**config.mk**
```make
export PLATFORM = sky130hd
export DESIGN_NAME = dmem_port_arbiter
export DESIGN_NICKNAME = d
export VERILOG_FILES = /design/src/rtl/dmem_port_arbiter_pkg.sv /design/src/rtl/dmem_arb_starve_ctr.sv /design/src/rtl/dmem_port_arbiter.sv
export SDC_FILE = /design/constraint.sdc
export NUM_CORES = 1
export LEC_CHECK = 0
export CORE_MARGIN = 10
export CORE_UTILIZATION = 39
export CTS_CLUSTER_SIZE = 30
export DETAILED_ROUTE_END_ITERATION = 10
export PLACE_DENSITY_LB_ADDON = 0.05
export SLEW_MARGIN = 20
export SYNTH_ARGS = -nofsm -noshare
export SYNTH_HDL_FRONTEND = slang
export SYNTH_SLANG_ARGS = --single-unit
```
**constraint.sdc**
```tcl
create_clock -name clk_i -period 2.4 [get_ports clk_i]
set_input_delay 0.48 -clock clk_i [delete_from_list [all_inputs] [get_ports clk_i]]
set_output_delay 0.48 -clock clk_i [all_outputs]
set_load 0.01 [all_outputs]
```
**src/rtl/dmem_port_arbiter_pkg.sv**
```systemverilog
// Shared constants and FSM encoding for the data-memory port arbiter.
// Latency: n/a (types and constants only).
// Backpressure: n/a.
`ifndef ADDR_LEN
`define ADDR_LEN 32
`endif
`ifndef DATA_LEN
`define DATA_LEN 32
`endif

package dmem_port_arbiter_pkg;

    localparam int ADDR_LEN = `ADDR_LEN;
    localparam int DATA_LEN = `DATA_LEN;

    localparam int HIGH_WATER_DEF   = 24;
    localparam int STARVE_LIMIT_DEF = 4;

    typedef enum logic [1:0] {
        IDLE    = 2'd0,
        LD_WAIT = 2'd1,
        ST_WAIT = 2'd2
    } arb_state_e;

endpackage

```
**src/rtl/dmem_arb_starve_ctr.sv**
```systemverilog
// Saturating counter with increment/clear; sat flags count == LIMIT.
// Latency: count updates one cycle after inc/clear; sat is combinational on count.
// Backpressure: none; clear has priority over increment, increment stops at LIMIT.
module dmem_arb_starve_ctr #(
    parameter int LIMIT = 4,
    parameter int W     = 3
) (
    input  logic         clk,
    input  logic         reset_n,
    input  logic         inc,
    input  logic         clear,
    output logic [W-1:0] count,
    output logic         sat
);

    localparam logic [W-1:0] LIMIT_V = W'(LIMIT);

    assign sat = (count == LIMIT_V);

    // Clear wins over increment; increment holds once the limit is reached.
    always_ff @(posedge clk) begin
        if (!reset_n) begin
            count <= '0;
        end else if (clear) begin
            count <= '0;
        end else if (inc && !sat) begin
            count <= count + W'(1);
        end
    end

endmodule

```
**src/rtl/dmem_port_arbiter.sv**
```systemverilog
// Arbitrates the single data-memory port between LSU loads and store-buffer drains.
// Latency: grant to mem_req_o is 1 cycle; ld_valid_o/st_ack_o pulse 1 cycle after mem_ack_i.
// Backpressure: loads win unless the store buffer is at HIGH_WATER or stores have starved; optional macro DMEM_ARB_SB_BYPASS_EN.
module dmem_port_arbiter
    import dmem_port_arbiter_pkg::*;
#(
    parameter int ADDR_W       = ADDR_LEN,
    parameter int DATA_W       = DATA_LEN,
    parameter int SB_CNT_W     = 5,
    parameter int HIGH_WATER   = HIGH_WATER_DEF,
    parameter int STARVE_LIMIT = STARVE_LIMIT_DEF,
    parameter int STARVE_W     = 3
) (
    input  logic                clk_i,
    input  logic                reset_i,
    input  logic                ld_req_i,
    input  logic [ADDR_W-1:0]   ld_addr_i,
    output logic                ld_valid_o,
    output logic [DATA_W-1:0]   ld_rdata_o,
`ifdef DMEM_ARB_SB_BYPASS_EN
    input  logic                ld_sb_hit_i,
    input  logic [DATA_W-1:0]   ld_sb_data_i,
`endif
    input  logic                st_req_i,
    input  logic [ADDR_W-1:0]   st_addr_i,
    input  logic [DATA_W-1:0]   st_wdata_i,
    input  logic [SB_CNT_W-1:0] sb_count_i,
    output logic                st_ack_o,
    input  logic                flush_i,
    output logic                mem_req_o,
    output logic                mem_we_o,
    output logic [ADDR_W-1:0]   mem_addr_o,
    output logic [DATA_W-1:0]   mem_wdata_o,
    input  logic                mem_ack_i,
    input  logic [DATA_W-1:0]   mem_rdata_i
);

    // One extra bit so a HIGH_WATER beyond the counter range simply never fires.
    localparam logic [SB_CNT_W:0] HIGH_WATER_X = (SB_CNT_W + 1)'(HIGH_WATER);

    arb_state_e           state;
    logic                 kill;
    logic                 eff_ld;
    logic                 sb_high;
    logic                 starve_sat;
    logic [STARVE_W-1:0]  starve_cnt;
    logic                 force_st;
    logic                 grant_st;
    logic                 grant_ld;
    logic                 bypass;
    logic [DATA_W-1:0]    bypass_data;
    logic                 starve_inc;
    logic                 starve_clr;

    assign eff_ld   = ld_req_i && !flush_i;
    assign sb_high  = ({1'b0, sb_count_i} >= HIGH_WATER_X);
    assign force_st = st_req_i && (sb_high || starve_sat);
    assign grant_st = force_st || (st_req_i && !eff_ld);

`ifdef DMEM_ARB_SB_BYPASS_EN
    // A forwarding hit answers the load directly unless a store is being forced.
    assign bypass      = eff_ld && ld_sb_hit_i && !force_st;
    assign bypass_data = ld_sb_data_i;
`else
    assign bypass      = 1'b0;
    assign bypass_data = '0;
`endif

    assign grant_ld   = eff_ld && !grant_st && !bypass;
    assign starve_inc = (state == IDLE) && grant_ld && st_req_i;
    assign starve_clr = (state == IDLE) && grant_st;

    dmem_arb_starve_ctr #(
        .LIMIT (STARVE_LIMIT),
        .W     (STARVE_W)
    ) u_starve_ctr (
        .clk     (clk_i),
        .reset_n (reset_i),
        .inc     (starve_inc),
        .clear   (starve_clr),
        .count   (starve_cnt),
        .sat     (starve_sat)
    );

    // Arbitration FSM; every output is a register so the memory sees clean timing.
    always_ff @(posedge clk_i) begin
        if (!reset_i) begin
            state       <= IDLE;
            kill        <= 1'b0;
            mem_req_o   <= 1'b0;
            mem_we_o    <= 1'b0;
            mem_addr_o  <= '0;
            mem_wdata_o <= '0;
            ld_valid_o  <= 1'b0;
            ld_rdata_o  <= '0;
            st_ack_o    <= 1'b0;
        end else begin
            ld_valid_o <= 1'b0;
            st_ack_o   <= 1'b0;
            case (state)
                IDLE: begin
                    kill <= 1'b0;
                    if (grant_st) begin
                        state       <= ST_WAIT;
                        mem_req_o   <= 1'b1;
                        mem_we_o    <= 1'b1;
                        mem_addr_o  <= st_addr_i;
                        mem_wdata_o <= st_wdata_i;
                    end else if (bypass) begin
                        ld_valid_o <= 1'b1;
                        ld_rdata_o <= bypass_data;
                    end else if (grant_ld) begin
                        state      <= LD_WAIT;
                        mem_req_o  <= 1'b1;
                        mem_we_o   <= 1'b0;
                        mem_addr_o <= ld_addr_i;
                    end
                end
                LD_WAIT: begin
                    if (mem_ack_i) begin
                        state     <= IDLE;
                        mem_req_o <= 1'b0;
                        kill      <= 1'b0;
                        // A flush seen earlier or on the ack cycle means the load is dead.
                        if (!kill && !flush_i) begin
                            ld_valid_o <= 1'b1;
                            ld_rdata_o <= mem_rdata_i;
                        end
                    end else if (flush_i) begin
                        kill <= 1'b1;
                    end
                end
                ST_WAIT: begin
                    // Committed stores always complete; flush is deliberately ignored.
                    if (mem_ack_i) begin
                        state     <= IDLE;
                        mem_req_o <= 1'b0;
                        st_ack_o  <= 1'b1;
                    end
                end
                default: state <= IDLE;
            endcase
        end
    end

endmodule

```
[Word level (Yosys, flattened, before mapping)]
Index checks and enable logic that the tools add are counted.
Storage, ports and cells
  bits in writable memories: 0
  latch bits: 0
  output and inout bits: 100
  memories: 0
  bits in registers: 106
  bits of input ports: 139
  bits in read-only memories: 0
  word-level logic and storage cells: 66
Operators by class
  bitwise logic cells: 1
  magnitude comparators: 1
  eq/ne operators: 6
  muxes and demuxes: 17
  add/subtract/negate cells: 1
  shifts and indexed selects: 0
  multipliers: 0
  divide/modulo/power cells: 0
  reductions and logical operators: 30
Operators by type and width (number)
  two-way mux 32 bit: 2
  AND reduction 2 bit: 5
  logical AND 1 bit: 9
  two-way mux 1 bit: 9
  AND reduction 3 bit: 3
  two-way mux 2 bit: 3
  inequality test 3 bit (second input constant): 2
  nonzero test 2 bit: 3
  greater-or-equal comparator 5 bit (second input constant): 1
  zero test 1 bit: 5
  one-hot mux 1 bit (2 select lines): 2
  one-hot mux 2 bit (2 select lines): 1
  OR reduction 2 bit: 2
  adder 3 x 1 -> 3 bit (second input constant): 1
  == test 3 bit (second input constant): 1
  == test 2 x 1 -> 1 bit (second input constant): 1
  == test 2 bit (second input constant): 1
  zero test 2 bit: 1
  logical OR 1 bit: 2
  inequality test 2 x 1 -> 1 bit (second input constant): 1
  inverter 1 bit: 1

[Depth between registers and ports, before layout]
Gate-level depths: netlist of run 1.
  depth in word-level cells: 10
  depth in mapped cells: 8
  depth with buffers taken out: 6

[By module]
From an unflattened synthesis of run 1, not the netlist that was laid out.
Second synthesis, totals
  cell total of the unflattened synthesis: 458
  area, all modules: 4337.9 µm²
By module, submodules not included
  dmem_port_arbiter: cells an instance 440, area an instance 4150.2 µm², seq. area each 2062.0 µm², instances 1
  dmem_arb_starve_ctr: cells an instance 18, area an instance 187.7 µm², seq. area each 60.1 µm², instances 1

[Worst setup path before layout of run 1]
No wires, ideal clock.
  kind: register to register
  start point: reg u_starve_ctr.count[0]
  end point: reg mem_addr_o[12]
  arrival time: 1663 ps
  path buffers: 1
  data required time: 2278 ps
  clock period less this slack: 1785 ps
  stages on the path, launching flop included: 8
  library setup time: 122 ps
  slack: 615 ps
  cells stage by stage: dfxtp_1 > inv_1 > ha_1 > and2_4 > o31ai_4 > buf_8 > mux2i_1 > o2bb2ai_2
Between the ends
  longest elaborated chain between the ends: 8
  elaborated cells on any way between the ends: 9
  those cells by class: eq/ne (1); mux (1); reduce/logical (7)
RTL lines
  from (decl): line dmem_arb_starve_ctr.sv:12  | output logic [W-1:0] count,
  from (signal assigned): line dmem_arb_starve_ctr.sv:27  | count <= count + W'(1);
  == test 3 bit *: line dmem_arb_starve_ctr.sv:18  | assign sat = (count == LIMIT_V);
  logical OR 1 bit *: line dmem_port_arbiter.sv:57  | assign force_st = st_req_i && (sb_high || starve_sat);
  logical AND 1 bit *: line dmem_port_arbiter.sv:57
  logical OR 1 bit *: line dmem_port_arbiter.sv:58  | assign grant_st = force_st || (st_req_i && !eff_ld);
  zero test 1 bit: line dmem_port_arbiter.sv:69  | assign grant_ld = eff_ld && !grant_st && !bypass;
  logical AND 1 bit: line dmem_port_arbiter.sv:69
  nonzero test 2 bit (no source line)
  AND reduction 2 bit (no source line)
  to (signal assigned): line dmem_port_arbiter.sv:107  | mem_addr_o <= st_addr_i;
  to (signal assigned): line dmem_port_arbiter.sv:116  | mem_addr_o <= ld_addr_i;
  to (decl): line dmem_port_arbiter.sv:32  | output logic [ADDR_W-1:0] mem_addr_o,
Every way passes the cells marked *; elsewhere a longest branch is shown, timed or not.
A chain may end at the register's enable or synchronous reset.

[Final worst setup path of run 1]
  start point: in ld_req_i
  end point: reg mem_addr_o[2]
Between the ends
  longest elaborated chain between the ends: 8
  elaborated cells on any way between the ends: 9
  those cells by class: mux (1); reduce/logical (8)
RTL lines
  from (decl): line dmem_port_arbiter.sv:16  | input logic ld_req_i,
  logical AND 1 bit *: line dmem_port_arbiter.sv:55  | assign eff_ld = ld_req_i && !flush_i;
  zero test 1 bit: line dmem_port_arbiter.sv:58
  logical AND 1 bit: line dmem_port_arbiter.sv:58
  logical OR 1 bit: line dmem_port_arbiter.sv:58
  zero test 1 bit: line dmem_port_arbiter.sv:69
  logical AND 1 bit: line dmem_port_arbiter.sv:69
  nonzero test 2 bit (no source line)
  AND reduction 2 bit (no source line)
Marked as above.

==> summary.txt, run 1 <==
Outcome
  – Status: completed

Setup path
  – Crit path launch type: input port
  – Crit end category: register
  – RR Endpoint: mem_addr_o[4]$_SDFFE_PN0P_
  – WS Path Type: input port to register
  – Worst-path maximum fanout: 32
  – Worst endpoint required time: 2670 ps
  – Worst r2r src: u_starve_ctr.count[0]$_SDFFE_PP0P_
  – Worst reg-to-reg path cell count: 7
  – Worst endpoint data arrival time: 2270 ps
  – R2R Setup Slk: 450 ps

Power and ir drop
  – Peak supply drop: 401 uV
  – Static Leak: 0.00282 uW
  – Power density cells: 607 nW/um2

Placed design
  – HPWL after DPL: 10700 um
  – Pre-CTS WS: 29.8 ps
  – GPL Wtd Cong: 0.794
  – Port Buffer Count: 235

Floorplanning
  – Die H: 126 um
  – Die W: 126 um
  – FP Rows: 38
  – Initial Util: 40.2%
  – Die ar.: 16000 um2
  – Placeable Area: 11000 um2
  – I/O Pins: 239

STA
  – Tcrit/Tclk final: 83.4%
  – RSZ-0062 raised after global routing: no
  – Setup tns final: 0 ps
  – Slew Viols, Final: 0
  – Final hold slack: 446 ps
  – Worst Slack Setup Final: 399 ps
  – Final setup violation count: 0
  – Post-route minimum period: 2000 ps
  – Max frequency: 0.500 GHz
  – Measured slew at the worst slew-check pin: 940 ps
  – Clock Skews: 5.89 ps
  – Final hold violations: 0
  – Slew Limit Headroom: 37.3%

Layout
  – Share of cells above drive strength 1: 9.16%
  – Multi-input logic area: 2110 um2
  – Area delta synth->final: 62.9%
  – Antenna cells: 0
  – Final nets: 817
  – Filler instances: 926
  – Final Core Density: 65.5%
  – Register area: 2120 um2

Worst hold path
  – Hold WC Path Type: register to register
  – Worst hold path depth: 2
  – WHS Endpoint: mem_wdata_o[21]$_SDFFE_PN0P_
  – Worst Hold Launch: mem_wdata_o[21]$_SDFFE_PN0P_

GRT
  – Vias in the first global route: 3955
  – First-pass GRT wire length: 22000 um
  – Largest net degree at the start of global routing: 73
  – Total grt overflow: 0
  – GRT Total Usage: 16.8%
  – Initial antenna violation count: 0

Detailed routing
  – Remaining antenna violation count: 0
  – DR vias: 3956
  – DRT Wirelength: 14000 um
  – Wire per inst: 17.2 um
  – Avg Vias per Cell: 4.84
  – Total iterations of the first detailed-routing run: 4
  – DR DRC count: 0
  – Drt first-iter violations: 153

Synth
  – Mean Syn Cell Area: 9.77 um2
  – Unique masters post-synth: 41
  – Post-synthesis instance total: 452
  – Synthesized area: 4420 um2
  – Flops & latches, synth: 106
  – EDFF count, synth: 0
  – Synth Flop Type: dfxtp_1
  – Syn nets: 597
  – YS warnings: 0
  – Synth async-reset ratio: 0%
  – Register area share after synthesis: 48.0%

Clock tree
  – CTS HTree Levels: 3
  – Post-cts hold buffer count: 0
  – Cts bufs inserted: 9
  – CTS tree: done
  – Clk_lat worst skew: 340 ps
  – CTS clk-pin slew, worst paths: 70 ps
  – Cts repair resizes: 0
  – Total setup buffers inserted after CTS: 0
  – Clock sinks: 106
  – Clock root buffer: clkbuf_16
  – Bufs on Longest Clock Path: 2

Run
  – Max Cap Viol: 0
registers in the layout, indices dropped and copies added, names as in the netlist:
signal,count
kill,1
ld_rdata_o,32
ld_valid_o,1
mem_addr_o,32
mem_req_o,1
mem_wdata_o,32
mem_we_o,1
st_ack_o,1
state,2
u_starve_ctr.count,3
worst max-delay path by stage:
stage	start	end	slack, ps	depth (start not counted)
2_1_floorplan	u_starve_ctr.count[0]$_SDFFE_PP0P_	mem_addr_o[12]$_SDFFE_PN0P_	610	7
3_3_place_gp	ld_req_i	mem_addr_o[1]$_SDFFE_PN0P_	70	5
3_5_place_dp	ld_req_i	mem_addr_o[2]$_SDFFE_PN0P_	30	5
4_1_cts	ld_req_i	mem_addr_o[2]$_SDFFE_PN0P_	380	5
5_1_grt	flush_i	mem_addr_o[0]$_SDFFE_PN0P_	260	5
6_report	ld_req_i	mem_addr_o[2]$_SDFFE_PN0P_	400	5
per-stage QoR:
| step | cell area (um2) | instances | power (uW) |
|---|---|---|---|
| after global placement | 6880 | 801 | 2830 |
| after CTS | 7200 | 817 | 4430 |
| after global routing | 7200 | 817 | 4570 |
| final | 7200 | 817 | 4370 |
| after detailed placement | 6880 | 801 | 2850 |
| after floorplan | 4420 | 452 | 2330 |
power by group:
group,internal [uW],switching (uW),total [uW]
sequential,1870,63.3,1930
clock,944,630,1570
combinational,510,356,865
placed cells by master (no fill, tap or decap), drive strengths merged, types with 3 or more instances in the layout:
master and count:
clkdlybuf4s50 234, o31ai 3, dfxtp 106, nor2b 3, and2 5, ha 6
a21boi 34, inv 5, nand2 101, o2bb2ai 32, clkbuf 12, nand3 65
nor2 4, mux2i 33, buf 10
worst max-delay path: stages:
cell,delay [ps]
clkdlybuf4s50_1,470
and2b_4,230
o21ai_1,110
and2_2,780
o2bb2ai_1,190
cells by family after synthesis:
group | count (synthesis) | synth area share, %
AOI/OAI and AO/OA | 79 | 18.8
xor gates and xnor gates | 1 | 0.198
adders and majority gates | 6 | 1.70
buffers and inverters | 40 | 4.50
DFF | 106 | 48.0
muxes | 33 | 7.48
and+or+nand+nor | 187 | 19.3
per-layer routing:
metal / part of all wire [%] / track usage (%) / routed length [um]
met3: 11 / 6.91 / 1540
met4: 1.3 / 5.36 / 184
met1: 41 / 19.8 / 5790
met5: 0 / 0 / 0
met2: 46 / 27.2 / 6530
synth_stat cells (2+ instances only):
master | count | area, um2
a21boi_1 | 32 | 240
and2_1 | 3 | 18.8
buf_8 | 3 | 45.0
ha_1 | 6 | 75.1
nand2_1 | 101 | 379
dfxtp_1 | 106 | 2120
nand3_1 | 65 | 325
mux2i_1 | 33 | 330
o21a_1 | 2 | 15.0
and2_4 | 2 | 17.5
inv_1 | 5 | 18.8
nor2_1 | 4 | 15.0
buf_2 | 11 | 55.1
clkbuf_1 | 19 | 71.3
nor2b_1 | 3 | 18.8
o2bb2ai_1 | 3 | 26.3
and3_1 | 2 | 12.5
o2bb2ai_2 | 29 | 435
final cells by class:
cell class              instances  area share [%]
well taps                     140            2.43
clock inverters                 4            1.04
clock buffers                  12            3.42
flip-flops and latches        106            29.5
multi-input cells             306            29.3
inverters                       5           0.261
repair buffers                244            34.1
Note: power is estimated with default switching activity, not from simulation.
==> inputs of run 2 (changes only) <==
Settings changed: CORE_UTILIZATION 39 to 35.
Clock period 2.4 ns to 1.7 ns, I/O delays scaled along.
==> summary.txt, run 2 (same netlist as run 1, synthesis figures left out) <==
Outcome
  – Status: finished with violations
  – Failing checks: setup timing

GRT
  – Largest net degree at the start of global routing: 75
  – Initial antenna violation count: 0
  – First-pass GRT wire length: 23500 um
  – Vias in the first global route: 4215
  – GRT Total Usage: 16.7%
  – Total grt overflow: 0

Layout
  – Share of cells above drive strength 1: 17.1%
  – Register area: 2130 um2
  – Multi-input logic area: 2300 um2
  – Area delta synth->final: 76.7%
  – Non-filler cells, final: 875
  – Final nets: 847
  – Most common cell after layout, fill and taps aside: clkdlybuf4s50_1
  – Antenna cells: 0
  – Most frequent cells in the layout: clkdlybuf4s50_1 (234), dfxtp_1 (102), nand2_1 (101), nand3_1 (65), a21boi_1 (32)
  – Largest registers: ld_rdata_o: 32 flops, mem_addr_o: 32 flops, mem_wdata_o: 32 flops
  – Filler instances: 1056
  – Design area: 7800 um2

Setup path
  – Worst r2r src: u_starve_ctr.count[1]$_SDFFE_PP0P_
  – Worst reg-to-reg path cell count: 8
  – Worst-path maximum fanout: 8
  – Crit path to: mem_addr_o[3]$_SDFFE_PN0P_
  – Crit path launch type: register
  – WS Path Type: register to register
  – RR Endpoint: mem_addr_o[3]$_SDFFE_PN0P_
  – R2R Setup Slk: -70 ps
  – Worst endpoint data arrival time: 2000 ps
  – Crit end category: register
  – Worst endpoint required time: 1940 ps
  – Worst Setup SP: u_starve_ctr.count[1]$_SDFFE_PP0P_

STA
  – Slew Viols, Final: 0
  – Slew Limit Headroom: 79.4%
  – Measured slew at the worst slew-check pin: 308 ps
  – Max frequency: 0.566 GHz
  – Worst Slack Setup Final: -65.8 ps
  – Setup tns final: -883 ps
  – Clock Skews: 7.82 ps
  – Post-route minimum period: 1770 ps
  – Final hold violations: 0
  – Final setup violation count: 31
  – RSZ-0062 raised after global routing: yes
  – Tcrit/Tclk final: 104%

Floorplanning
  – Die H: 132 um
  – Die ar.: 17500 um2
  – Die W: 132 um
  – Placeable Area: 12200 um2
  – FP Rows: 40
  – I/O Pins: 239
  – Initial Util: 36.3%

Power and ir drop
  – Peak supply drop: 723 uV
  – Switching Fraction: 25.3%
  – Part of the power in registers: 44.0%
  – Sw power: 1570 uW
  – Clock Power Share: 32.5%
  – Static Leak: 0.00299 uW
  – Combinational Power Share: 23.6%
  – Power density cells: 796 nW/um2
  – Int Power: 4640 uW

Run
  – Max Cap Viol: 0

Clock tree
  – CTS tree: done
  – CTS clk-pin slew, worst paths: 70 ps
  – Post-cts hold buffer count: 0
  – Clk_lat worst skew: 350 ps
  – Clock root buffer: clkbuf_16
  – Clock sinks: 106
  – CTS HTree Levels: 3
  – Bufs on Longest Clock Path: 2
  – Cts bufs inserted: 9

Detailed routing
  – DR vias: 4198
  – Wire per inst: 17.6 um
  – Total iterations of the first detailed-routing run: 4
  – Drt first-iter violations: 207
  – DRT Wirelength: 15400 um
  – Remaining antenna violation count: 0
  – Avg Vias per Cell: 4.80
  – DR DRC count: 0

Placed design
  – GPL Wtd Cong: 0.733
  – Placed instance area: 7150 um2
  – HPWL after DPL: 11200 um
  – Port Buffer Count: 235
  – Placed cells: 848

Worst hold path
  – Hold WC Path Type: input port to register
[run 2: changes by cell type in the layout (fill, tap and decap cells not counted), moves of 8 or more]
| cell | before | now |
|---|---|---|
| mux2i_2 | 0 | 14 |
| mux2i_1 | 33 | 10 |
| mux2i_4 | 0 | 9 |
| buf_4 | 6 | 21 |
| buf_12 | 3 | 11 |
[run 2: final cells by class]
class,count,share of cell area [%]
Clock buffer,15,3.56
Multi-Input combinational cell,306,29.5
Inverter,5,0.240
Timing Repair Buffer,274,36.7
Tap cell,168,2.69
Clock inverter,1,0.0962
Sequential cell,106,27.3
[run 2: worst min path at each step]
stage / start / slack, ps / cells after the start / endpoint
2_1_floorplan: u_starve_ctr.count[2]$_SDFFE_PP0P_ / 440 / 1 / u_starve_ctr.count[2]$_SDFFE_PP0P_
3_3_place_gp: mem_wdata_o[0]$_SDFFE_PN0P_ / 440 / 2 / mem_wdata_o[0]$_SDFFE_PN0P_
3_5_place_dp: mem_wdata_o[20]$_SDFFE_PN0P_ / 440 / 2 / mem_wdata_o[20]$_SDFFE_PN0P_
4_1_cts: reset_i / 310 / 2 / kill$_SDFFE_PN0P_
5_1_grt: reset_i / 340 / 2 / kill$_SDFFE_PN0P_
6_report: reset_i / 330 / 2 / kill$_SDFFE_PN0P_
[run 2: power by group through the flow]
| stage | sequential (uW) | combinational, uW | clock (uW) |
|---|---|---|---|
| finish | 2730 | 1460 | 2020 |
| CTS | 2730 | 1380 | 2090 |
| global placement | 2780 | 1310 | 0 |
| global route | 2750 | 1560 | 2210 |
| detailed placement | 2780 | 1330 | 0 |
| floorplan | 2850 | 444 | 0 |
[run 2: worst max-delay path, stage by stage, from the launching register on]
cell and delay [ps]:
dfxtp_2 320, inv_1 60, ha_4 150, and2_4 150, o31ai_4 320, buf_6 180
buf_16 150, mux2i_2 240, o2bb2ai_2 80
[run 2: stage by stage]
step / util [%] / total power [uW] / hold slack (ps) / setup slack (ps)
after detailed placement: 58.8 / 4110 / 441 / -340
after floorplan: - / 3290 / 438 / 0.798
final: 64.2 / 6220 / 328 / -65.8
after global placement: 58.8 / 4090 / 435 / -264
after global routing: 64.2 / 6520 / 337 / -153
after CTS: 62.2 / 6200 / 308 / -52.2
[run 2: layer usage]
| layer | vias up | GRT usage, % | part of all wire (%) |
|---|---|---|---|
| met5 | - | 0 | 0 |
| met4 | 0 | 5.50 | 1.2 |
| met3 | 14 | 6.44 | 7.9 |
| met2 | 139 | 27.3 | 49 |
| met1 | 1983 | 19.5 | 42 |
| li1 | 2062 | - | - |
[run 2: repair_timing]
item / in CTS / in global routing
pin swaps: 0 / 5
gates resized for setup: 7 / 39
setup endpoints to repair: 30 / 60
gates cloned: 2 / 2
buffers inserted: 3 / 4
